==> src/rtl/gnuradar_seq_pkg.sv <==
// gnuradar_seq_pkg: shared state encoding and default sizes for the pulse-table sequencer
package gnuradar_seq_pkg;
  localparam int DEPTH_DEF  = 10;
  localparam int ADDR_W_DEF = 4;
  localparam int DATA_W_DEF = 16;
  typedef enum logic [1:0] {IDLE, FETCH, RUN} state_t;
endpackage

==> src/rtl/ram16.sv <==
// ram16: 16-entry pulse table, synchronous write port and registered read port
module ram16 #(
  parameter int ADDR_W = 4,
  parameter int DATA_W = 16
) (
  input  logic              clock,
  input  logic              we,
  input  logic [ADDR_W-1:0] wr_addr,
  input  logic [DATA_W-1:0] wr_data,
  input  logic [ADDR_W-1:0] rd_addr,
  output logic [DATA_W-1:0] rd_data
);
  logic [DATA_W-1:0] mem [2**ADDR_W];
  always_ff @(posedge clock) begin
    if (we) mem[wr_addr] <= wr_data;
    rd_data <= mem[rd_addr];
  end
endmodule

==> src/rtl/ram16_seq_ctrl.sv <==
// ram16_seq_ctrl: plays the pulse table back on trigger and holds off host writes during playback
module ram16_seq_ctrl import gnuradar_seq_pkg::*; #(
  parameter int DEPTH  = DEPTH_DEF,
  parameter int ADDR_W = ADDR_W_DEF,
  parameter int DATA_W = DATA_W_DEF
) (
  input  logic              clock,
  input  logic              reset,
  input  logic              host_wr,
  input  logic [ADDR_W-1:0] host_addr,
  input  logic [DATA_W-1:0] host_data,
  output logic              host_ack,
  output logic              host_busy,
  output logic              host_err,
  input  logic [ADDR_W-1:0] cfg_num,
  input  logic              seq_trig,
  input  logic              seq_abort,
  output logic              seq_active,
  output logic [ADDR_W-1:0] seq_index,
  output logic [DATA_W-1:0] seq_dwell,
  output logic              seq_step,
  output logic              seq_done,
  output logic              seq_err
);
  state_t state_q, state_d;
  logic pend_q, pend_d, first_q, first_d, done_q, done_d, serr_q, serr_d, herr_q, herr_d;
  logic [ADDR_W-1:0] num_q, num_d, idx_q, idx_d;
  logic [DATA_W-1:0] cnt_q, cnt_d, dwell_q, dwell_d;
  logic w_v_q, w_v_d;
  logic [ADDR_W-1:0] w_a_q, w_a_d;
  logic [DATA_W-1:0] w_dat_q, w_dat_d;
  logic idle, we, cfg_ok, trig_ok, wr_ok, last;
  logic [ADDR_W-1:0] rd_addr;
  logic [DATA_W-1:0] rd_data, rem;

  ram16 #(.ADDR_W(ADDR_W), .DATA_W(DATA_W)) u_ram (
    .clock(clock), .we(we), .wr_addr(w_a_q), .wr_data(w_dat_q),
    .rd_addr(rd_addr), .rd_data(rd_data)
  );

  // One write register serves both the IDLE commit pipeline and the playback hold
  assign idle      = state_q == IDLE;
  assign we        = w_v_q && idle;
  assign host_busy = w_v_q && !idle;
  assign host_ack  = we;
  assign host_err  = herr_q;
  assign cfg_ok    = cfg_num != '0 && int'(cfg_num) <= DEPTH;
  assign trig_ok   = idle && !pend_q && seq_trig && cfg_ok;
  assign wr_ok     = host_wr && !host_busy && int'(host_addr) < DEPTH;
  assign rd_addr   = (state_q == FETCH) ? '0 : idx_q + 1'b1;
  assign rem       = first_q ? ((rd_data == '0) ? '0 : rd_data - 1'b1) : cnt_q;
  assign last      = idx_q == num_q - 1'b1;
  assign seq_active = !idle;
  assign seq_index  = idx_q;
  assign seq_step   = state_q == RUN && first_q;
  assign seq_dwell  = seq_step ? rd_data : dwell_q;
  assign seq_done   = done_q;
  assign seq_err    = serr_q;

  always_comb begin
    state_d = state_q;
    pend_d  = pend_q;
    num_d   = num_q;
    idx_d   = idx_q;
    cnt_d   = cnt_q;
    dwell_d = dwell_q;
    first_d = 1'b0;
    done_d  = 1'b0;
    serr_d  = idle && !pend_q && seq_trig && !cfg_ok;
    herr_d  = host_wr && !wr_ok;
    w_v_d   = wr_ok || (w_v_q && !we);
    w_a_d   = wr_ok ? host_addr : w_a_q;
    w_dat_d = wr_ok ? host_data : w_dat_q;
    case (state_q)
      IDLE: begin
        if (pend_q) begin
          state_d = FETCH;
          pend_d  = 1'b0;
        end else if (trig_ok) begin
          num_d   = cfg_num;
          pend_d  = we;
          state_d = we ? IDLE : FETCH;
        end
      end
      FETCH: begin
        idx_d   = '0;
        first_d = !seq_abort;
        state_d = seq_abort ? IDLE : RUN;
      end
      RUN: begin
        if (first_q) dwell_d = rd_data;
        if (seq_abort) state_d = IDLE;
        else if (rem != '0) cnt_d = rem - 1'b1;
        else if (last) begin
          state_d = IDLE;
          done_d  = 1'b1;
        end else begin
          idx_d   = idx_q + 1'b1;
          first_d = 1'b1;
        end
      end
      default: state_d = IDLE;
    endcase
  end

  always_ff @(posedge clock or posedge reset) begin
    if (reset) begin
      state_q <= IDLE;
      pend_q  <= 1'b0;
      first_q <= 1'b0;
      done_q  <= 1'b0;
      serr_q  <= 1'b0;
      herr_q  <= 1'b0;
      num_q   <= '0;
      idx_q   <= '0;
      cnt_q   <= '0;
      dwell_q <= '0;
      w_v_q   <= 1'b0;
      w_a_q   <= '0;
      w_dat_q <= '0;
    end else begin
      state_q <= state_d;
      pend_q  <= pend_d;
      first_q <= first_d;
      done_q  <= done_d;
      serr_q  <= serr_d;
      herr_q  <= herr_d;
      num_q   <= num_d;
      idx_q   <= idx_d;
      cnt_q   <= cnt_d;
      dwell_q <= dwell_d;
      w_v_q   <= w_v_d;
      w_a_q   <= w_a_d;
      w_dat_q <= w_dat_d;
    end
  end
endmodule

==> config.mk <==
export PLATFORM = sky130hd
export DESIGN_NAME = ram16_seq_ctrl
export DESIGN_NICKNAME = d
export VERILOG_FILES = /design/src/rtl/gnuradar_seq_pkg.sv /design/src/rtl/ram16.sv /design/src/rtl/ram16_seq_ctrl.sv
export SDC_FILE = /design/constraint.sdc
export NUM_CORES = 1
export LEC_CHECK = 0
export BUFFER_PORTS_ARGS = -buffer_cell sky130_fd_sc_hd__buf_2
export CAP_MARGIN = 0
export CORE_ASPECT_RATIO = 0.6
export CORE_UTILIZATION = 40
export DETAILED_ROUTE_END_ITERATION = 10
export SYNTH_ARGS = -nofsm -noshare
export SYNTH_HDL_FRONTEND = slang
export SYNTH_SLANG_ARGS = --single-unit
==> constraint.sdc <==
create_clock -name clock -period 4.2 [get_ports clock]
set_input_delay 0.84 -clock clock [delete_from_list [all_inputs] [get_ports clock]]
set_output_delay 0.84 -clock clock [all_outputs]
set_load 0.01 [all_outputs]
---- Word-level counts from Yosys, hierarchy flattened ----
Memory sizes are Yosys's and may differ from the RTL's. A register that Yosys moved wholly into a read port is not among the register bits.
Index checks and enable logic that the tools add are counted.
storage, ports and cells
  bits in registers ....................... 68
  memory bits (writable) .................. 256
  bits of input ports ..................... 29
  output and inout bits ................... 27
  logic and storage cells ................. 89
  memories kept ........................... 1
memory list
  memory     depth  width  read ports  clocked after Yosys merged registers in  wr ports  line         RTL
  u_ram.mem  16     16     1           1                                        1         ram16.sv:13  logic [DATA_W-1:0] mem [2**ADDR_W];
cells by class
  add/subtract/negate cells ............... 4
  $lt $le $gt $ge ......................... 2
  equal/unequal tests ..................... 9
  muxes and demuxes ....................... 28
  bitwise logic cells ..................... 2
  reduce and logical (&&, ||, !) cells .... 30
operators by type and width
  cell                                                                     count
  16-bit 2-to-1 mux                                                        3
  16-bit by 1-bit subtractor with 16-bit output, second input constant     2
  16-bit zero test                                                         1
  4-bit 2-to-1 mux                                                         4
  16-bit nonzero test                                                      1
  1-bit logical AND                                                        12
  1-bit 2-to-1 mux                                                         12
  2-bit 2-to-1 mux                                                         6
  3-bit AND reduction                                                      3
  4-bit case mux with 2 select lines                                       1
  1-bit zero test                                                          7
  2-bit inequality test, second input constant                             3
  3-bit inequality test, second input constant                             2
  2-bit case mux with 3 select lines                                       1
  4-bit by 1-bit adder with 4-bit output, second input constant            1
  4-bit equality test                                                      1
  4-bit less-or-equal comparator, second input constant                    1
  4-bit < comparator, second input constant                                1
  4-bit AND reduction                                                      1
  4-bit nonzero test                                                       1
  4-bit by 1-bit subtractor with 4-bit output, second input constant       1
  3-bit by 2-bit inequality test with 1-bit output, second input constant  1
  2-bit by 1-bit equality test with 1-bit output, second input constant    1
  2-bit equality test, second input constant                               1
  6 further kinds                                                          7

---- Logic depth before layout (Yosys ltp) ----
Gate-level depths: netlist (run 1).
  word-level depth ........................ 8
  gate-level depth with buffers ........... 15
  gate-level depth less buffers ........... 13

---- Modules after synthesis ----
From an unflattened synthesis (run 1), not the netlist that was laid out.
unflattened totals
  cell total of the unflattened synthesis .. 850
  area, all modules ....................... 14018.4 µm²
modules (own cells, without submodules)
  module          instances  cells each  area each (µm²)  sequential area each (µm²)
  ram16           1          432         10042.1          8007.7
  ram16_seq_ctrl  1          418         3976.3           1701.6

---- Worst setup path after synthesis (run 1) ----
No wires, ideal clock.
  path type ............................... flip-flop to flip-flop
  start ................................... register u_ram.rd_data[0], read port of u_ram.mem
  end ..................................... register cnt_q[0]
  library setup time ...................... 125 ps
  arrival ................................. 3505 ps
  required time ........................... 4075 ps
  path slack .............................. 570 ps
  stages on the path, launching flop included .. 15
  path buffers ............................ 3
  period minus slack after synthesis ...... 3630 ps
  cells stage by stage .................... dfxtp_1 -> inv_1 -> ha_1 -> or4b_1 -> clkbuf_1 -> nor4_2 -> buf_2 -> nor3_1 -> a21oi_1 -> ha_1 -> o21ai_0 -> or4b_4 -> o21ai_4 -> buf_4 -> mux2_2
between the ends
  word-level cells in the longest chain between the ends .. 5
  elaborated cells between the ends (all ways) .. 7
  those cells by class .................... add/sub (2); mux (2); reduce/logical (3)
ends and longest elaborated chain
  item                                                                                      line                   RTL
  start: declaration                                                                        ram16.sv:11            output logic [DATA_W-1:0] rd_data
  16-bit by 1-bit subtractor with 16-bit output / 16-bit zero test (equally long branches)  ram16_seq_ctrl.sv:51   assign rem = first_q ? ((rd_data == '0) ? '0 : rd_data - 1'b1) : cnt_q;
  16-bit 2-to-1 mux * (2 in series)                                                         ram16_seq_ctrl.sv:51
  branches (longest 2 deep; another with 16-bit by 1-bit subtractor with 16-bit output)     -
  end signal: assignment                                                                    ram16_seq_ctrl.sv:130  cnt_q <= cnt_d;
  end: declaration                                                                          ram16_seq_ctrl.sv:28   logic [DATA_W-1:0] cnt_q, cnt_d, dwell_q, dwell_d;
Every way passes the cells marked *.
A chain may end at the register's enable or synchronous reset.

---- Worst setup path in the final report (run 1) ----
  start ................................... register u_ram.rd_data[8], read port of u_ram.mem
  end ..................................... register cnt_q[15]
Same word-level chain as after synthesis.

==> results of run 1 <==
## cell type report
type	instances	area share, %
Timing Repair Buffer	98	3.69
Inverter	20	0.470
Sequential cell	340	59.8
Clock buffer	41	5.00
Clock inverter	13	1.19
Tap cell	467	3.60
Multi-Input combinational cell	607	26.2
## sequential cells by signal (all words and copies together) (netlist names), 4 cells and up
signal,count
u_ram.mem,256
cnt_q,16
dwell_q,16
u_ram.rd_data,16
w_dat_q,16
num_q,4
seq_index,4
w_a_q,4
## worst min-delay path by stage
stage / from / depth (start not counted) / slack, ns / to
floorplan: cnt_q[13]$_DFFE_PP0P_ / 2 / 0.44 / cnt_q[13]$_DFFE_PP0P_
global route: reset / 2 / 0.35 / num_q[2]$_DFFE_PP0P_
detailed placement: dwell_q[12]$_DFFE_PP0P_ / 1 / 0.48 / dwell_q[12]$_DFFE_PP0P_
global placement: cnt_q[13]$_DFFE_PP0P_ / 2 / 0.46 / cnt_q[13]$_DFFE_PP0P_
CTS: reset / 2 / 0.32 / num_q[1]$_DFFE_PP0P_
finish: reset / 2 / 0.31 / num_q[2]$_DFFE_PP0P_
## power by group through the flow
stage                     Sequential, mW  Combinational (mW)  Clock, mW
after floorplan                     4.81                1.74          0
after CTS                           5.02                2.47       2.89
after global routing                5.10                2.71       3.02
final                               5.03                2.47       2.85
after detailed placement            5.09                2.46          0
after global placement              5.06                2.47          0
## worst register-to-register path: cells and delay by family (launching register included)
kind | cells | cell delay, ns
compound gates | 5 | 0.98
fa+ha+maj | 1 | 0.19
buf+inv | 2 | 0.53
flops | 1 | 0.39
simple gates | 4 | 1.68
## cell usage after synthesis (10+ instances only)
| library cell | n | share of area (%) |
|---|---|---|
| edfxtp_1 | 256 | 54 |
| nand2_1 | 113 | 3.0 |
| dfrtp_1 | 68 | 12 |
| clkbuf_1 | 49 | 1.3 |
| o21ai_0 | 49 | 1.7 |
| nor2_1 | 47 | 1.2 |
| mux2_2 | 39 | 3.1 |
| a21oi_1 | 35 | 1.2 |
| a311oi_1 | 32 | 2.0 |
| o22ai_1 | 29 | 1.3 |
| nand3_1 | 22 | 0.77 |
| mux2i_1 | 19 | 1.3 |
| inv_1 | 18 | 0.47 |
| nor2b_1 | 18 | 0.79 |
| a211oi_1 | 17 | 0.90 |
| mux4_2 | 17 | 2.7 |
| nor3_1 | 17 | 0.60 |
| o221ai_1 | 17 | 1.0 |
| dfxtp_1 | 16 | 2.2 |
| xor2_1 | 13 | 0.80 |
| nor4_1 | 10 | 0.44 |
| xnor2_1 | 10 | 0.62 |
## routing by layer
metal	vias to the layer above	GRT usage, %
met5	-	0
met4	0	3.51
met3	45	4.35
met2	322	25.6
met1	4478	30.5
li1	4095	-
## cell families after synthesis
logic type | share of synthesized area, %
compound gates | 10.4
xor+xnor | 1.41
fa+ha+maj | 0.703
buf+inv | 2.30
flops | 68.2
mux | 7.27
simple gates | 9.73
## through the flow
| stage | cells | hold slack (ns) | util, % |
|---|---|---|---|
| CTS | 1586 | 0.324 | 46.3 |
| floorplan | 1030 | 0.442 | - |
| finish | 1586 | 0.313 | 46.3 |
| global placement | 1532 | 0.462 | 43.5 |
| global route | 1586 | 0.348 | 46.3 |
| detailed placement | 1532 | 0.484 | 43.5 |
==> impl_metrics.yaml, run 1 <==
power:
  seq_power_share_pct: 48.6
  pwr-share-clk_pct: 27.5
  p_sw_share_pct: 31.9
  ir_worst_vdd_mv: 0.351
  power.share.combinational_pct: 23.9
  p_int_mw: 7.04
  p_sw_mw: 3.31
  p_leak_nw: 5.71
  powerDensity_nw_per_um2: 638
  p_total_mw: 10.3
cells_and_area:
  area_growth_pct: 14.0
  multi_input_area_um2: 4250
  layout_common_cells: "edfxtp_1, nand2_1, dfrtp_1, buf_2, o21ai_0"
  regArea_um2: 9710
  final_common_cell: "edfxtp_1"
  fin_nets: 1133
  fin_area_um2: 16200
  drive_above_1_share_pct: 20.4
  antenna_cells: 0
  fill_cells: 3071
critical_path:
  crit_fanout: 27
  slowest_delay_ns: 0.72
  crit_path_start: "u_ram.rd_data[8]$_DFF_P_"
  cp.buffers_inverters: 2
  path_cells: "or4_1 -> nor4_2 -> buf_4 -> nor3_1 -> a21oi_1 -> ha_1 -> o21ai_0 -> or4b_4 -> o21ai_4 -> buf_4 -> a21oi_1 -> a211o_1"
  regToRegStartpoint: "u_ram.rd_data[8]$_DFF_P_"
  endpoint: "cnt_q[15]$_DFFE_PP0P_"
  cp.depth: 12
  cp-end-kind: "flip-flop"
  start_kind: "flip-flop"
  crit_family: "simple AND/OR/NAND/NOR gates"
  critical_path_required_ns: 4.64
  slowest_stage: "or4_1"
  r2r-end: "cnt_q[15]$_DFFE_PP0P_"
  criticalPathCategory: "flip-flop to flip-flop"
  rr_worst_depth: 12
  cp.arrival_ns: 4.32
  r2r_setup_slack_ns: 0.32
floorplanning:
  die_h_um: 148
  dieArea_um2: 36400
  start_util_pct: 40.7
  rows: 53
  pin_count: 56
  die_x_um: 246
  coreArea_um2: 35000
synth:
  synthArstFlopShare_pct: 20.0
  ys_seq_elements: 340
  netlist_area_um2: 14200
  syn_area_per_cell_um2: 13.8
  yosysWarningCount: 0
  synth_flop_cell: "edfxtp_1"
  yosysSeqAreaShare_pct: 68.2
  synth_enable_flop_cells: 256
  netlist_instances: 1030
  synth_nets: 1067
  ys_types: 74
outcome:
  status: "finished, final reports clean"
placed_design:
  dp_hpwl_um: 22300
  io_buffers: 55
  gp_congestion: 0.935
  postPlaceCellArea_um2: 15200
  place_ws_ns: 0.409
drt:
  wl_per_cell_um: 21.6
  wl_um: 34200
  met3_length_um: 2770
  drt.antenna.violating_nets: 0
  vias: 8940
  wl_met2_um: 13700
  drc_errors: 0
  route.top_layer_used: "met4"
  drt_iter0_drc: 975
  met1_length_um: 17200
  via_per_inst: 5.64
  drtPass1Iterations: 5
clocking:
  clockBufferDepth: 3
  clock_latency_ns: 0.57
  clock_sinks: 340
  ctsRootBufferMaster: "clkbuf_16"
  cts_tree: "done"
  cts_resized: 0
  cts_max_level: 1
  postCtsSetupRepairBufs: 0
  cts_inserted_buffers: 29
  cts_hold_buf: 0
  path_clk_slew_ns: 0.07
sta:
  finalWorstPathRequiredPeriod_ns: 3.88
  max_freq_ghz: 0.258
  max_slew_margin_pct: 27.0
  setup_tns_ns: 0
  setup_ws_ns: 0.320
  rsz0062_at_grt: "false"
  finalSetupViolCount: 0
  hold_violations: 0
  tightest_slew_ns: 1.09
  slew_viol_final: 0
  min_period_over_period_pct: 92.4
  finalClockSkew_ns: 0.0188
run:
  cap_violations: 0
global_route:
  track_usage_pct: 18.9
  grt_start_max_net_pins: 55
  grt_pass1_wl_um: 52100
  grt_overflow: 0
  grt_pass1_vias: 8512
  antenna_found_initial: 0
min_path:
  hp-class: "input pin to asynchronous set/reset pin"
No activity file was read; power rests on OpenSTA's default activity.
==> inputs of run 2 (changes only) <==
--- a/config.mk
+++ b/config.mk
@@ -9,6 +9,7 @@
 export CAP_MARGIN = 0
 export CORE_ASPECT_RATIO = 0.6
 export CORE_UTILIZATION = 40
+export CTS_BUF_LIST = sky130_fd_sc_hd__clkbuf_4
 export DETAILED_ROUTE_END_ITERATION = 10
 export SYNTH_ARGS = -nofsm -noshare
 export SYNTH_HDL_FRONTEND = slang
==> impl_metrics.yaml, run 2 (same netlist as run 1, synthesis figures left out) <==
sta:
  slew_viol_final: 0
  setup_tns_ns: 0
  rsz0062_at_grt: "false"
  max_freq_ghz: 0.260
  setup_ws_ns: 0.360
  finalWorstPathRequiredPeriod_ns: 3.84
  min_period_over_period_pct: 91.4
  tightest_slew_ns: 1.08
  finalClockSkew_ns: 0.0355
  finalSetupViolCount: 0
  max_slew_margin_pct: 27.6
  hold_violations: 0
  whs_ns: 0.161
floorplanning:
  coreArea_um2: 35000
  pin_count: 56
  start_util_pct: 40.7
  rows: 53
  die_h_um: 148
  die_x_um: 246
  dieArea_um2: 36400
placed_design:
  io_buffers: 55
  gp_congestion: 0.935
  place_ws_ns: 0.409
  dp_hpwl_um: 22300
global_route:
  grt_pass1_vias: 8981
  grt_overflow: 0
  antenna_found_initial: 1
  grt_start_max_net_pins: 55
  track_usage_pct: 19.5
  grt_pass1_wl_um: 53300
outcome:
  status: "finished, final reports clean"
critical_path:
  slowest_delay_ns: 0.71
  cp-end-kind: "flip-flop"
  critical_path_required_ns: 4.82
  start_kind: "flip-flop"
  cp.buffers_inverters: 2
  criticalPathCategory: "flip-flop to flip-flop"
  crit_family: "simple AND/OR/NAND/NOR gates"
  regToRegStartpoint: "u_ram.rd_data[8]$_DFF_P_"
  crit_path_start: "u_ram.rd_data[8]$_DFF_P_"
  cp.arrival_ns: 4.46
  crit_fanout: 27
  slowest_stage: "or4_1"
  path_cells: "or4_1 -> nor4_2 -> buf_4 -> nor3_1 -> a21oi_1 -> ha_1 -> o21ai_0 -> or4b_4 -> o21ai_4 -> buf_4 -> a21oi_1 -> a211o_1"
power:
  pwr-share-clk_pct: 26.0
  p_leak_nw: 5.81
  powerDensity_nw_per_um2: 625
  p_sw_share_pct: 33.2
  power.share.combinational_pct: 24.4
  p_sw_mw: 3.37
  seq_power_share_pct: 49.6
  p_int_mw: 6.77
  ir_worst_vdd_mv: 0.316
drt:
  vias: 9233
  wl_per_cell_um: 20.9
  drt_iter0_drc: 860
  via_per_inst: 5.54
  drtPass1Iterations: 5
  drt.antenna.violating_nets: 0
  wl_um: 34800
  drc_errors: 0
clocking:
  cts_tree: "done"
  ctsRootBufferMaster: "clkbuf_4"
  postCtsSetupRepairBufs: 0
  path_clk_slew_ns: 0.09
  clock_latency_ns: 0.74
  clock_sinks: 340
  cts_resized: 0
  cts_inserted_buffers: 76
  cts_max_level: 3
  cts_hold_buf: 0
  clockBufferDepth: 3
cells_and_area:
  largest_reg_flops: 256
  layout_common_cells: "edfxtp_1, clkbuf_4, nand2_1, dfrtp_1, buf_2"
  final_common_cell: "edfxtp_1"
  largest-register: "u_ram.mem"
  fin_nets: 1180
  drive_above_1_share_pct: 25.6
  area_growth_pct: 13.9
min_path:
  hp-class: "input pin to asynchronous set/reset pin"
run:
  cap_violations: 0
-- run 2: cell count changes in the layout (fill, tap and decap cells not counted), moves of 4 or more --
cell and change:
clkbuf_4 +116, clkbuf_1 -8, clkbuf_8 -4, clkinv_1 +8, diode_2 +4, clkbuf_16 -29
-- run 2: cell type report --
type / instances / area [µm²]
fill: 3151 / 18800
sequential: 340 / 9710
multi-input combinational: 607 / 4250
clock buffer: 116 / 871
timing repair buffer: 98 / 598
tap: 467 / 584
clock inverter: 16 / 114
inverter: 20 / 76.3
antenna: 4 / 10.0
-- run 2: per-stage QoR --
| stage | std cells | power, mW | util (%) | cell area (µm²) |
|---|---|---|---|---|
| after CTS | 1664 | 10.2 | 46.3 | 16200 |
| after floorplan | 1030 | 6.54 | - | 14200 |
| after global placement | 1532 | 7.53 | 43.5 | 15200 |
| after detailed placement | 1532 | 7.54 | 43.5 | 15200 |
| final | 1668 | 10.1 | 46.3 | 16200 |
| after global routing | 1668 | 10.7 | 46.3 | 16200 |
-- run 2: power by group through the flow --
stage	sequential [mW]	clock, mW	combinational [mW]
floorplan	4.81	0	1.74
global placement	5.06	0	2.47
detailed placement	5.09	0	2.46
CTS	5.02	2.72	2.46
global route	5.10	2.87	2.71
finish	5.03	2.64	2.47
-- run 2: worst paths after layout --
| path | to | slack, ns | cells after the start |
|---|---|---|---|
| worst max-delay path | cnt_q[15]$_DFFE_PP0P_ | 0.36 | 12 |
| worst min-delay path | w_a_q[1]$_DFFE_PP0P_ | 0.16 | 2 |
| min in group clock | w_dat_q[15]$_DFFE_PP0P_ | 0.33 | 2 |
| max in group asynchronous | w_dat_q[2]$_DFFE_PP0P_ | 3.08 | 3 |
| worst max register to register | cnt_q[15]$_DFFE_PP0P_ | 0.36 | 12 |
| worst min register to register | dwell_q[12]$_DFFE_PP0P_ | 0.50 | 1 |
-- run 2: worst reg2reg max path, cell delays in order, from the launching register on --
cell and delay (ns):
dfxtp_1 0.39, or4_1 0.72, nor4_2 0.29, buf_4 0.23, nor3_1 0.06, a21oi_1 0.22, ha_1 0.19, o21ai_0 0.15
or4b_4 0.59, o21ai_4 0.16, buf_4 0.30, a21oi_1 0.13, a211o_1 0.31
-- run 2: metal layers --
layer	GRT usage, %	vias to the layer above	share of wire [%]	wire (µm)
met2	25.5	341	40	14000
met4	5.62	0	1.1	396
met5	0	-	0	0
met1	30.7	4610	50	17500
met3	5.90	34	8.3	2910
li1	-	4248	-	-
